[config.mk]
export PLATFORM = sky130hd
export DESIGN_NAME = led_count_scheduler
export DESIGN_NICKNAME = d
export VERILOG_FILES = /design/src/rtl/cchw_led_pkg.sv /design/src/rtl/serial_divider.sv /design/src/rtl/led_count_scheduler.sv
export SDC_FILE = /design/constraint.sdc
export NUM_CORES = 1
export LEC_CHECK = 0
export BUFFER_PORTS_ARGS = -buffer_cell sky130_fd_sc_hd__buf_2
export CAP_MARGIN = 20
export CORE_ASPECT_RATIO = 0.5
export CORE_MARGIN = 5
export CORE_UTILIZATION = 35
export CTS_CLUSTER_DIAMETER = 150
export CTS_CLUSTER_SIZE = 25
export DETAILED_ROUTE_END_ITERATION = 10
export HOLD_SLACK_MARGIN = 0.05
export MAX_ROUTING_LAYER = met4
export PLACE_DENSITY_LB_ADDON = 0.1
export SYNTH_ARGS = -nofsm -noshare
export SYNTH_HDL_FRONTEND = slang
export SYNTH_SLANG_ARGS = --single-unit
[constraint.sdc]
create_clock -name clk -period 39.2 [get_ports clk]
set_input_delay 3.92 -clock clk [delete_from_list [all_inputs] [get_ports clk]]
set_output_delay 3.92 -clock clk [all_outputs]
set_load 0.02 [all_outputs]
[src/rtl/cchw_led_pkg.sv]
// Shared constants and types for the LED-count scheduler slice.
package cchw_led_pkg;

    localparam int W_DEF       = 6;   // whole bits of an amplitude
    localparam int D_DEF       = 10;  // fractional bits of an amplitude
    localparam int LEDS_DEF    = 50;  // LEDs on the strip
    localparam int LEDS_X_DEF  = 20;  // 1/LEDS in 0.D fixed point
    localparam int BIN_QTY_DEF = 12;  // note bins per frame

    // Width of one per-bin count and of the running total (total may equal LEDS).
    localparam int CNT_W_DEF = $clog2(LEDS_DEF);
    localparam int TOT_W_DEF = CNT_W_DEF + 1;

    typedef enum logic [2:0] {
        IDLE,
        THRESH,
        LOAD,
        DIV,
        DONE
    } state_t;

endpackage

[src/rtl/serial_divider.sv]
// Restoring unsigned divider, one quotient bit per clock.
// quotient/done are presented combinationally in the cycle that computes
// the final bit, so the caller can consume the result on that same edge.
module serial_divider #(
    parameter int N = 16
) (
    input  logic         clk,
    input  logic         rst,
    input  logic         load,
    input  logic [N-1:0] dividend,
    input  logic [N-1:0] divisor,
    output logic [N-1:0] quotient,
    output logic         done
);

    localparam int IW = $clog2(N + 1);

    logic          run;
    logic [IW-1:0] iter;
    logic [N-1:0]  dq;       // dividend shifting out, quotient shifting in
    logic [N-1:0]  dvs;
    logic [N-1:0]  rem;      // partial remainder, always < divisor

    logic [N:0]    rem_sh;
    logic [N:0]    rem_sub;
    logic [N:0]    rem_sel;
    logic          q_bit;
    logic [N-1:0]  dq_nxt;

    // One restoring step: shift in next dividend bit, subtract if it fits.
    always_comb begin
        rem_sh   = {rem, dq[N-1]};
        rem_sub  = rem_sh - {1'b0, dvs};
        q_bit    = (rem_sh >= {1'b0, dvs});
        rem_sel  = q_bit ? rem_sub : rem_sh;
        dq_nxt   = {dq[N-2:0], q_bit};
        quotient = dq_nxt;
        done     = run && (iter == IW'(N - 1));
    end

    // Iteration state; load restarts from scratch.
    always_ff @(posedge clk or posedge rst) begin
        if (rst) begin
            run  <= 1'b0;
            iter <= '0;
            dq   <= '0;
            dvs  <= '0;
            rem  <= '0;
        end else if (load) begin
            run  <= 1'b1;
            iter <= '0;
            dq   <= dividend;
            dvs  <= divisor;
            rem  <= '0;
        end else if (run) begin
            dq   <= dq_nxt;
            rem  <= N'(rem_sel);
            iter <= iter + IW'(1);
            if (done)
                run <= 1'b0;
        end
    end

endmodule

[src/rtl/led_count_scheduler.sv]
// Per-frame LED count allocation: threshold = sum/LEDS, then each bin's
// amplitude is divided by the threshold on one shared serial divider.
// Counts are clamped so the running total never exceeds LEDS; lower bins
// are served first and therefore win when the strip runs out.
module led_count_scheduler
    import cchw_led_pkg::*;
#(
    parameter int W       = W_DEF,
    parameter int D       = D_DEF,
    parameter int LEDS    = LEDS_DEF,
    parameter int LEDS_X  = LEDS_X_DEF,
    parameter int BIN_QTY = BIN_QTY_DEF
) (
    input  logic                                   clk,
    input  logic                                   rst,
    input  logic                                   start,
    input  logic [BIN_QTY-1:0][W+D-1:0]            noteAmplitudes_i,
    input  logic [W+D+$clog2(BIN_QTY)-1:0]         amplitudeSumNew_i,
    output logic                                   busy,
    output logic [BIN_QTY-1:0][$clog2(LEDS)-1:0]   LEDCount,
    output logic [$clog2(LEDS):0]                  ledTotal,
    output logic                                   data_v
);

    localparam int N  = W + D;
    localparam int SW = W + D + $clog2(BIN_QTY);
    localparam int CW = $clog2(LEDS);
    localparam int TW = CW + 1;
    localparam int IW = $clog2(BIN_QTY + 1);

    state_t                       state, state_nxt;

    logic [BIN_QTY-1:0][N-1:0]    amp_q;
    logic [SW-1:0]                sum_q;
    logic [N-1:0]                 thr_q;
    logic [IW-1:0]                idx;
    logic [TW-1:0]                total;
    logic [BIN_QTY-1:0][CW-1:0]   cnt_q;

    logic [SW-1:0]                thr_full;
    logic [N-1:0]                 thr_c;
    logic                         div_load;
    logic                         div_done;
    logic [N-1:0]                 div_q;
    logic [CW-1:0]                q_sat;
    logic [TW-1:0]                room;
    logic [CW-1:0]                cnt_new;
    logic [BIN_QTY-1:0][CW-1:0]   cnt_nxt;
    logic [TW-1:0]                total_nxt;
    logic                         last_bin;

    serial_divider #(.N(N)) u_div (
        .clk      (clk),
        .rst      (rst),
        .load     (div_load),
        .dividend (amp_q[idx]),
        .divisor  (thr_q),
        .quotient (div_q),
        .done     (div_done)
    );

    // Threshold from captured sum, saturated into W.D; clamp bookkeeping.
    always_comb begin
        thr_full  = SW'(((SW+D)'(sum_q) * (SW+D)'(LEDS_X)) >> D);
        thr_c     = (|thr_full[SW-1:N]) ? '1 : thr_full[N-1:0];
        q_sat     = (div_q > N'(LEDS)) ? CW'(LEDS) : div_q[CW-1:0];
        room      = TW'(LEDS) - total;
        cnt_new   = ({1'b0, q_sat} > room) ? room[CW-1:0] : q_sat;
        last_bin  = (idx == IW'(BIN_QTY - 1));
        cnt_nxt   = cnt_q;
        total_nxt = total;
        if (state == DIV && div_done) begin
            cnt_nxt[idx] = cnt_new;
            total_nxt    = total + TW'(cnt_new);
        end
    end

    // State register.
    always_ff @(posedge clk or posedge rst) begin
        if (rst)
            state <= IDLE;
        else
            state <= state_nxt;
    end

    // Next-state and control outputs.
    always_comb begin
        state_nxt = state;
        div_load  = 1'b0;
        busy      = (state != IDLE);
        case (state)
            IDLE:   if (start) state_nxt = THRESH;
            THRESH: state_nxt = (thr_c == '0) ? DONE : LOAD;
            LOAD: begin
                div_load  = 1'b1;
                state_nxt = DIV;
            end
            DIV:    if (div_done) state_nxt = last_bin ? DONE : LOAD;
            DONE:   state_nxt = IDLE;
            default: state_nxt = IDLE;
        endcase
    end

    // Frame capture and per-bin accumulation.
    always_ff @(posedge clk or posedge rst) begin
        if (rst) begin
            amp_q <= '0;
            sum_q <= '0;
            thr_q <= '0;
            idx   <= '0;
            total <= '0;
            cnt_q <= '0;
        end else begin
            case (state)
                IDLE: if (start) begin
                    amp_q <= noteAmplitudes_i;
                    sum_q <= amplitudeSumNew_i;
                    idx   <= '0;
                    total <= '0;
                    cnt_q <= '0;
                end
                THRESH: thr_q <= thr_c;
                DIV: if (div_done) begin
                    cnt_q <= cnt_nxt;
                    total <= total_nxt;
                    idx   <= idx + IW'(1);
                end
                default: ;
            endcase
        end
    end

    // Published results: loaded on the edge into DONE, so they are valid
    // alongside data_v and hold until the next frame finishes.
    always_ff @(posedge clk or posedge rst) begin
        if (rst) begin
            LEDCount <= '0;
            ledTotal <= '0;
            data_v   <= 1'b0;
        end else begin
            data_v <= (state_nxt == DONE);
            if (state_nxt == DONE) begin
                LEDCount <= cnt_nxt;
                ledTotal <= total_nxt;
            end
        end
    end

endmodule

==> flow_metrics.tcl, run 1 <==
set metrics [dict create \
    run_status "finished clean" \
    num_vias 14300 \
    power_frac_comb 0.439 \
    p_sw_w 0.000657 \
    num-nets-final 2370 \
    cts_buffers 21 \
    post_route_total_power_w 0.00172 \
    synth_commonest_cells "446 x sky130_fd_sc_hd__dfrtp_1, 217 x sky130_fd_sc_hd__mux2_2, 209 x sky130_fd_sc_hd__nand2_1" \
    worstSetupStartpointType "register" \
    hold_violations 0 \
    placedInstanceArea_um2 23500 \
    ioPinCount 296 \
    ys_seq_area_frac 0.524 \
    crit_path_max_incr_delay_ps 780 \
    postSynth.topFlopCell "sky130_fd_sc_hd__dfrtp_1" \
    fin_ws_ps 33340 \
    maxSlewHeadroom 0.197 \
    grt.total_usage 0.166 \
    use_met1 0.225 \
    finalInstanceArea_um2 24100 \
    route.detailed.wl_per_inst_um 18.8 \
    synth_seq_cells 446 \
    finalWorstPathRequiredPeriod_ps 5860 \
    postCtsSetupRepairBufs 0 \
    tritoncts "yes" \
    worst_voltage_drop_across_the_vdd_grid_v 0.0000482 \
    hold_path.startpoint "LEDCount[23]" \
    intPower_w 0.00107 \
    grt_overflow_total 0 \
    area_taken_by_flip_flops_and_latches_um2 11200 \
    route.detailed.drc 0 \
    max-clock-path-buffers 3 \
    place.port_buffers 295 \
    cell_types_with_the_largest_area_share_after_synthesis "sky130_fd_sc_hd__dfrtp_1 52%, sky130_fd_sc_hd__mux2_2 11%, sky130_fd_sc_hd__mux4_2 5.1%" \
    synthCells 1855 \
    synth_async_sr_flop_share 1.00 \
    synth_cell_types 63 \
    route.final.wire_length_um 54700 \
    worst_setup_hold_path_clk_slew_ps 100 \
    ctsRootBufferMaster "sky130_fd_sc_hd__clkbuf_16" \
    area.growth.synth_to_final_pct 13.3 \
    grt_pass1_wl_um 83900 \
    power_density_nw_per_um2 71.5 \
    setup_slack_reg_to_reg_ps 33340 \
    ys.warnings.count 0 \
    numPlacedInstances 2873 \
    postCtsResizedCells 0 \
    synth_edf_count 0 \
    cts.sink_count 446 \
    synth_nets 2141 \
    clock-skew-final_ps 21.7 \
    start_util 0.357 \
    cts_max_level 1 \
    grt_max_degree 194 \
    number_of_global_route_vias_before_repair 14300 \
    critical_path_peak_fanout 23 \
    antenna_left 0 \
    grt_use_met2 0.273 \
    netlist_area_um2 21300 \
    post_drt_via_cell_ratio 4.91 \
    r2r.worst_path.cells 20 \
    placement.setup.worst_slack_ps 32960 \
    worst_hold_path.num_cells 2 \
    drt_first_pass_iters 5 \
    min-delay-path-class "register to register" \
    timing.final.crit_share 0.149 \
    tns_setup_ps 0 \
    required_time_of_the_critical_path_ps 39620 \
    total_leakage_power_nw 11.5 \
    finish.cell_count_without_fillers 2909 \
    cts_hold_repair.buffers 0 \
    timing.final.setup_violations 0 \
    syn_avg_cell_area_um2 11.5 \
    std_cell_rows 63 \
    drtIter0Drc 848 \
    finalMaxSlewViolations 0 \
    critical_path.cell_chain "or4_1 -> nor4_1 -> nor3b_1 -> inv_1 -> ha_1 -> nor2b_1 -> o21a_1 -> o21ai_0 -> a211o_1 -> mux2_2 -> inv_1 -> fa_1 -> a21oi_1 -> nor2_1 -> nor2_1 -> o21bai_1 -> a21oi_1 -> nor2_1 -> xnor2_1 -> a21oi_1" \
    reg2reg_to "ledTotal[6]" \
    p_sw_frac 0.381 \
    power_frac_clock 0.148 \
    fill_cells 5968 \
    cap_violations 0 \
    cp_data_arrival_time_ps 6280 \
    synth.largest_area_cell "sky130_fd_sc_hd__dfrtp_1" \
    grt-busiest-layer "met2" \
    horiz_die_dim_um 359 \
    tightest_slew_ps 1200 \
    grt_use_met3 0.0254 \
    power.sequential.fraction 0.413 \
    fp.dieArea_um2 66100 \
    multi_input_combinational_cell_area_um2 9520 \
    worst_r2r_startpoint "u_div.dq[9]" \
    routabilityCongestion 0.803 \
    worstSetupEndpointType "register" \
    min_delay_worst_endpoint "LEDCount[23]" \
    floorplan.core_area_um2 59700 \
    grt_antenna_before_repair 9 \
    layout-drive-gt1-share 0.301 \
    floorplan.die.height_um 184 \
    clkLatencyLatePin_ps 580 \
    critical_path.slowest_cell "sky130_fd_sc_hd__nor4_1" \
    post-synth-top-area-fraction 0.524 \
    synthMostInstantiatedCell "sky130_fd_sc_hd__dfrtp_1" \
    grt_setup_unrepaired "false" \
    setup.worst_path.class "register to register" \
    fmax_ghz 0.171 \
    detailed_place_hpwl_um 37700 \
]
## worst max-delay path: cells and delay by family (launching register included)
family                     cells  cell delay (ps)
DFF                            1              410
AOI/OAI and AO/OA              7             1260
buffers and inverters          2              250
muxes                          1              650
and+or+nand+nor                7             2150
adders and majority gates      2              780
xor gates and xnor gates       1              210
## power groups by stage
stage | registers (W) | clock network, W | logic [W]
after floorplan | 0.000683 | 0 | 0.000586
after global placement | 0.000721 | 0 | 0.000758
after detailed placement | 0.000724 | 0 | 0.000766
after CTS | 0.000714 | 0.000268 | 0.000770
after global routing | 0.000734 | 0.000284 | 0.000853
final | 0.000712 | 0.000254 | 0.000757
## metrics by stage
stage                     hold slack (ps)   util
after floorplan                       439      -
after detailed placement              450  0.394
after global placement                448  0.394
after CTS                             475  0.404
after global routing                  500  0.404
final                                 467  0.404
## worst max-delay path by stage
stage	from	to	slack, ps
after CTS	u_div.dq[9]	ledTotal[6]	33320
after global routing	u_div.dq[9]	ledTotal[5]	32910
final	u_div.dq[9]	ledTotal[6]	33340
after global placement	start	amp_q[15]	32930
after floorplan	rst	LEDCount[0]	22850
after detailed placement	start	amp_q[51]	32960
## per-layer routing
layer	part of all wire	wire [um]	up-vias
li1	-	-	7017
met1	0.47	25600	7092
met2	0.49	26700	153
met3	0.032	1760	34
met4	0.012	678	0
met5	0	0	-
## layout by cell type (no fill, tap or decap), types with 4 or more instances in the layout
master                      Yosys  final
sky130_fd_sc_hd__a211oi_1      26     26
sky130_fd_sc_hd__a21o_1        30     30
sky130_fd_sc_hd__a21oi_1      140    140
sky130_fd_sc_hd__a31oi_1        6      5
sky130_fd_sc_hd__and3_1         6      6
sky130_fd_sc_hd__buf_2          2    295
sky130_fd_sc_hd__buf_4          4     14
sky130_fd_sc_hd__clkbuf_16      0     21
sky130_fd_sc_hd__dfrtp_1      446    443
sky130_fd_sc_hd__diode_2        0     13
sky130_fd_sc_hd__ha_1          69     69
sky130_fd_sc_hd__inv_1         45     44
sky130_fd_sc_hd__mux2_2       217    217
sky130_fd_sc_hd__mux2_4         7      7
sky130_fd_sc_hd__mux2i_1       56     53
sky130_fd_sc_hd__mux4_2        48     48
sky130_fd_sc_hd__nand2_1      209    209
sky130_fd_sc_hd__nand2b_1       8      8
sky130_fd_sc_hd__nand3_1        7      7
sky130_fd_sc_hd__nand4_1        7      7
sky130_fd_sc_hd__nor2_1       148    146
sky130_fd_sc_hd__nor2b_1       12     12
sky130_fd_sc_hd__nor3_1        12     12
sky130_fd_sc_hd__o211ai_1       5      5
sky130_fd_sc_hd__o21a_1         6      6
sky130_fd_sc_hd__o21ai_0      147    147
sky130_fd_sc_hd__o21bai_1       4      4
sky130_fd_sc_hd__or3_1          5      5
sky130_fd_sc_hd__xnor2_1       24     24
sky130_fd_sc_hd__xor2_1        13     13
## cells by family after synthesis
kind of cell,share of synthesized area
muxes,0.197
buffers and inverters,0.0306
DFF,0.524
and+or+nand+nor,0.0856
xor gates and xnor gates,0.0152
adders and majority gates,0.0424
AOI/OAI and AO/OA,0.105
## layout make-up
class,instances,area share
sequential,446,0.463
multi-input combinational,1257,0.395
antenna,13,0.00135
clock buffer,22,0.0219
tap,812,0.0421
timing repair buffer,312,0.0681
clock inverter,1,0.00125
inverter,46,0.00768
## flip-flops by register name, indices dropped and copies added (netlist names)
| name | cells |
|---|---|
| data_v | 1 |
| amp_q | 192 |
| ledTotal | 7 |
| sum_q | 20 |
| u_div.run | 1 |
| total | 7 |
| u_div.iter | 5 |
| cnt_q | 72 |
| thr_q | 15 |
| u_div.rem | 16 |
| idx | 4 |
| LEDCount | 72 |
| state | 3 |
| u_div.dvs | 15 |
| u_div.dq | 16 |
Note: power is estimated with default switching activity, not from simulation.
==> run 2: changes to the inputs <==
clock period = 5.6 ns   (was 39.2 ns; I/O delays follow)
==> run 2 against run 1 <==
- sequential power grew to 6.9 times the previous value
- flip-flop and latch count stayed put
- first-iteration DRC count is 19% lower
- clock skew is 9.4 ps higher
- combinational power grew to 7.2 times the previous value
==> flow_metrics.tcl, run 2 (synthesis gave the netlist of run 1 again) <==
set metrics [dict create \
    fmax_ghz 0.201 \
    fp.dieArea_um2 66100 \
    mostFrequentLayoutCell "sky130_fd_sc_hd__dfrtp_1" \
    setup.worst_path.class "register to register" \
    antenna_left 0 \
    std_cell_rows 63 \
    horiz_die_dim_um 359 \
    final_util 0.406 \
    area.growth.synth_to_final_pct 13.7 \
    clock-skew-final_ps 31.1 \
    clkLatencyLatePin_ps 580 \
    mostFrequentLayoutCells "443 x sky130_fd_sc_hd__dfrtp_1, 295 x sky130_fd_sc_hd__buf_2, 217 x sky130_fd_sc_hd__mux2_2" \
    critical-path-top-delay-family "simple AND/OR/NAND/NOR gates" \
    worstSetupEndpointType "register" \
    post_drt_via_cell_ratio 4.88 \
    finalInstanceArea_um2 24200 \
    largest_reg_flops 192 \
    timing.final.crit_share 0.888 \
    highest_signal_layer_in_the_routed_design "met4" \
    routed-wl-met3_um 2270 \
    cap_violations 0 \
    finalMaxSlewViolations 0 \
    required_time_of_the_critical_path_ps 6020 \
    cp_data_arrival_time_ps 5390 \
    grt_overflow_total 0 \
    tightest_slew_ps 1040 \
    num-nets-final 2382 \
    route.detailed.drc 0 \
    timing.final.setup_violations 0 \
    grt_pass1_wl_um 85700 \
    ctsRootBufferMaster "sky130_fd_sc_hd__clkbuf_16" \
    detailed_place_hpwl_um 38600 \
    placedInstanceArea_um2 23600 \
    run_status "finished clean" \
    number_of_global_route_vias_before_repair 14600 \
    power_density_nw_per_um2 501 \
    cts_max_level 1 \
    grt_setup_unrepaired "false" \
    place.port_buffers 295 \
    routed-wl-met2_um 26700 \
    critPathMostFrequentCell "sky130_fd_sc_hd__nor2_1" \
    routabilityCongestion 0.819 \
    cts_buffers 21 \
    drtIter0Drc 688 \
    critical_path_peak_fanout 7 \
    grt_max_degree 168 \
    worst_setup_hold_path_clk_slew_ps 100 \
    grt_antenna_before_repair 13 \
    crit_path_max_incr_delay_ps 550 \
    hold_violations 0 \
    cts.sink_count 446 \
    tritoncts "yes" \
    max_flop_register "amp_q" \
    max-clock-path-buffers 3 \
    maxSlewHeadroom 0.308 \
    cts_hold_repair.buffers 0 \
    critical_path.slowest_cell "sky130_fd_sc_hd__or4_1" \
    postCtsSetupRepairBufs 0 \
    reg.largest.list "amp_q (192), LEDCount (72), cnt_q (72)" \
    floorplan.die.height_um 184 \
    drt_first_pass_iters 4 \
    postCtsResizedCells 0 \
    total_leakage_power_nw 11.5 \
    num_vias 14300 \
    worst_voltage_drop_across_the_vdd_grid_v 0.000310 \
    detail_route.wirelength.met1_um 25400 \
    finalWorstPathRequiredPeriod_ps 4970 \
    floorplan.core_area_um2 59700 \
    ioPinCount 296 \
    sum_of_buffers_and_inverters_on_the_critical_path 3 \
    route.detailed.wl_per_inst_um 18.9 \
    start_util 0.357 \
    worstSetupStartpointType "register" \
    min-delay-path-class "input pin to async pin" \
    grt.total_usage 0.169 \
    layout-drive-gt1-share 0.305 \
    critical_path.cell_chain "or4_1 -> nor4_1 -> buf_4 -> nor3b_1 -> inv_1 -> ha_1 -> nor2b_1 -> o21a_1 -> o21ai_0 -> a211o_1 -> nor2_1 -> a31oi_2 -> inv_1 -> ha_1 -> fa_1 -> a21oi_1 -> nor2_1 -> nor2_1 -> o21bai_1 -> a21oi_1 -> nor2_1 -> xnor2_1 -> a21oi_1" \
    holdWs_ps 145 \
    route.final.wire_length_um 55100 \
]
-- run 2: power breakdown --
part	internal, W	switching (W)	leakage, nW
clock network	0.000728	0.00105	0.274
logic	0.00250	0.00293	5.66
registers	0.00427	0.000656	5.58
-- run 2: layout make-up --
type | instances | area [um^2]
antenna | 12 | 30.0
clock buffer | 22 | 529
clock inverter | 1 | 30.0
fill | 5914 | 35500
inverter | 46 | 181
multi-input combinational | 1257 | 9510
sequential | 446 | 11200
tap | 812 | 1020
timing repair buffer | 324 | 1740
-- run 2: path summary, 6_finish.rpt --
| kind | from | endpoint | slack (ps) | cells after the start |
|---|---|---|---|---|
| max reg2reg | u_div.dq[9] | ledTotal[6] | 630 | 23 |
| min reg2reg | LEDCount[22] | LEDCount[22] | 470 | 2 |
| max | u_div.dq[9] | ledTotal[6] | 630 | 23 |
| min in group clk | amplitudeSumNew_i[19] | sum_q[19] | 210 | 3 |
| min | rst | sum_q[1] | 150 | 2 |
| max in group asynchronous | rst | amp_q[180] | 4080 | 3 |
-- run 2: per-layer routing --
layer	GRT usage	vias up
met5	-	-
met4	0.0263	0
met3	0.0349	36
met2	0.277	158
met1	0.223	7041
li1	-	7017
-- run 2: stage by stage --
step | setup TNS (ps) | worst slack [ps] | instances | total power [W]
after floorplan | -441170 | -989 | 1855 | 0.00889
after global placement | 0 | 709 | 2885 | 0.0104
after detailed placement | 0 | 663 | 2885 | 0.0105
after CTS | 0 | 631 | 2908 | 0.0123
after global routing | 0 | 140 | 2920 | 0.0132
final | 0 | 630 | 2920 | 0.0121
==> run 3: changes to the inputs <==
CAP_MARGIN = 5   (was 20)
SLEW_MARGIN = 5   (was unset)
SYNTH_HIERARCHICAL = 1   (was unset)
==> run 3 against run 2 <==
- die area increased by 4.4%
- non-clock buffer count increased by 3
- worst setup slack got worse by 260 ps
- utilization decreased by 0.83 points
- register-to-register slack got worse by 260 ps
- combinational power increased by 26%
- power increased by 14%
- first-iteration DRC count increased by 22%
- critical endpoint unchanged
- largest cell class unchanged
- largest power group unchanged
- highest routed layer unchanged
==> flow_metrics.tcl, run 3 <==
set metrics [dict create \
    synth_edf_count 0 \
    ctsRootBufferMaster "sky130_fd_sc_hd__clkbuf_16" \
    grt_overflow_total 0 \
    floorplan.die.height_um 188 \
    ys_seq_area_frac 0.502 \
    ioPinCount 296 \
    synthCells 1879 \
    synth_nets 2166 \
    finalWorstPathRequiredPeriod_ps 5230 \
    total_leakage_power_nw 11.5 \
    drt_first_pass_iters 5 \
    mostFrequentLayoutCell "sky130_fd_sc_hd__dfrtp_1" \
    grt.total_usage 0.171 \
    fp.dieArea_um2 69100 \
    post_route_total_power_w 0.0138 \
    finalMaxSlewViolations 0 \
    area.growth.synth_to_final_pct 12.5 \
    synth_commonest_cells "447 x sky130_fd_sc_hd__dfrtp_1, 237 x sky130_fd_sc_hd__mux2_2, 233 x sky130_fd_sc_hd__nand2_1" \
    placedInstanceArea_um2 24400 \
    min-delay-path-class "input pin to async pin" \
    grt_max_degree 168 \
    critical_path_peak_fanout 8 \
    floorplan.core_area_um2 63000 \
    setup.worst_path.class "register to register" \
    tritoncts "yes" \
    maxSlewHeadroom 0.121 \
    post_drt_via_cell_ratio 4.99 \
    cap_violations 0 \
    tightest_slew_ps 1310 \
    horiz_die_dim_um 367 \
    cts_buffers 21 \
    routabilityCongestion 0.831 \
    place.port_buffers 295 \
    mostFrequentLayoutCells "444 x sky130_fd_sc_hd__dfrtp_1, 295 x sky130_fd_sc_hd__buf_2, 236 x sky130_fd_sc_hd__mux2_2" \
    hold_violations 0 \
    synth_seq_cells 447 \
    finalInstanceArea_um2 25000 \
    worstSetupStartpointType "register" \
    grt_antenna_before_repair 8 \
    reg.largest.list "amp_q (192), LEDCount (72), cnt_q (72)" \
    clock-skew-final_ps 17.9 \
    synthMostInstantiatedCell "sky130_fd_sc_hd__dfrtp_1" \
    worst_setup_hold_path_clk_slew_ps 110 \
    synth_cell_types 76 \
    route.detailed.wl_per_inst_um 19.8 \
    fin_ws_ps 369 \
    cell_types_with_the_largest_area_share_after_synthesis "sky130_fd_sc_hd__dfrtp_1 50%, sky130_fd_sc_hd__mux2_2 12%, sky130_fd_sc_hd__mux4_2 4.9%" \
    holdWs_ps 178 \
    placement.setup.worst_slack_ps 155 \
    layout-drive-gt1-share 0.342 \
    max_flop_register "amp_q" \
    cts_max_level 1 \
    synth.largest_area_cell "sky130_fd_sc_hd__dfrtp_1" \
    worst_voltage_drop_across_the_vdd_grid_v 0.000347 \
    power_density_nw_per_um2 550 \
    syn_avg_cell_area_um2 11.8 \
    synth_async_sr_flop_share 1.00 \
    antenna_left 0 \
    run_status "finished clean" \
    timing.final.setup_violations 0 \
    netlist_area_um2 22300 \
    cts.sink_count 447 \
    fmax_ghz 0.191 \
    post-synth-top-area-fraction 0.502 \
    num_vias 14700 \
    ys.warnings.count 6 \
    route.detailed.drc 0 \
    postSynth.topFlopCell "sky130_fd_sc_hd__dfrtp_1" \
    clkLatencyLatePin_ps 570 \
    start_util 0.353 \
    number_of_global_route_vias_before_repair 15200 \
    largest_reg_flops 192 \
    detailed_place_hpwl_um 40900 \
    required_time_of_the_critical_path_ps 6070 \
    cp_data_arrival_time_ps 5700 \
    timing.final.crit_share 0.934 \
    num-nets-final 2389 \
    grt_pass1_wl_um 91800 \
    route.final.wire_length_um 58400 \
    worstSetupEndpointType "register" \
    max-clock-path-buffers 3 \
    drtIter0Drc 837 \
    std_cell_rows 65 \
    cts_hold_repair.buffers 0 \
]
==> run 3: kinds of logic (layout without fill, tap and decap cells) <==
kind of cell               Yosys count  count (layout)  share of synthesized area
muxes                              389             389                      0.225
buffers and inverters              200             424                     0.0449
adders and majority gates           72              72                     0.0411
AOI/OAI and AO/OA                  347             347                     0.0969
other                                1              10                   0.000168
and+or+nand+nor                    390             390                     0.0766
xor gates and xnor gates            33              33                     0.0130
DFF                                447             447                      0.502
==> run 3: worst max-delay path: stages, from the launching register on <==
cell and delay [ps]:
sky130_fd_sc_hd__dfrtp_1 380, sky130_fd_sc_hd__inv_1 120, sky130_fd_sc_hd__ha_4 240, sky130_fd_sc_hd__a21o_1 180, sky130_fd_sc_hd__nand3_1 100, sky130_fd_sc_hd__nand3_1 90
sky130_fd_sc_hd__a311oi_2 290, sky130_fd_sc_hd__and2_4 190, sky130_fd_sc_hd__inv_1 40, sky130_fd_sc_hd__a211o_1 320, sky130_fd_sc_hd__a31oi_4 170, sky130_fd_sc_hd__nand2b_1 120
sky130_fd_sc_hd__ha_1 320, sky130_fd_sc_hd__nor2b_1 140, sky130_fd_sc_hd__o21a_1 170, sky130_fd_sc_hd__o21ai_1 130, sky130_fd_sc_hd__a211o_1 170, sky130_fd_sc_hd__buf_4 170
sky130_fd_sc_hd__mux2_4 350, sky130_fd_sc_hd__fa_2 380, sky130_fd_sc_hd__a21oi_1 140, sky130_fd_sc_hd__nor2_1 70, sky130_fd_sc_hd__nor2_2 120, sky130_fd_sc_hd__o21bai_1 80
sky130_fd_sc_hd__a21oi_1 190, sky130_fd_sc_hd__nor2_1 80, sky130_fd_sc_hd__xor2_1 150, sky130_fd_sc_hd__mux2_4 250
==> run 3: what timing repair did <==
action,CTS,global route
endpoints found under the hold margin,0,0
resized for setup,0,15
setup buffers,0,0
endpoints found under the setup margin,0,5
==> run 3: path summary, 6_finish.rpt <==
kind	slack [ps]	endpoint	from	depth (start not counted)
worst max-delay path	370	ledTotal[6]	u_div/dvs[10]	27
worst min-delay path	180	u_div/rem[11]	rst	3
worst max register to register	370	ledTotal[6]	u_div/dvs[10]	27
worst min register to register	480	cnt_q[2]	cnt_q[2]	1
max in group asynchronous	4080	amp_q[7]	rst	3
min in group clk	210	amp_q[125]	noteAmplitudes_i[125]	2
==> run 3: metal layers <==
metal  wire [um]  track usage
met2       27800        0.274
met5           0            -
met4         750       0.0253
met1       27700        0.238
met3        2110       0.0269
==> run 3: power by group <==
group          switching (W)  internal (W)  leakage (nW)
Combinational        0.00370       0.00312          5.66
Sequential          0.000773       0.00444          5.58
Clock                0.00107      0.000685         0.265
Total                0.00554       0.00824          11.5
==> run 3: final cells by class <==
class	instances	area [um^2]
antenna	9	22.5
clock buffer	23	533
clock inverter	1	5.00
fill	6241	38000
inverter	73	278
multi-input combinational	1232	10200
sequential	447	11200
tap	837	1050
timing repair buffer	327	1780
==> run 3: stage by stage <==
stage,setup TNS [ps],utilization,std cells
after floorplan,-97410,-,1879
after global placement,0,0.387,2916
after detailed placement,0,0.387,2916
after CTS,0,0.396,2940
after global routing,-3.12,0.397,2948
final,0,0.397,2949
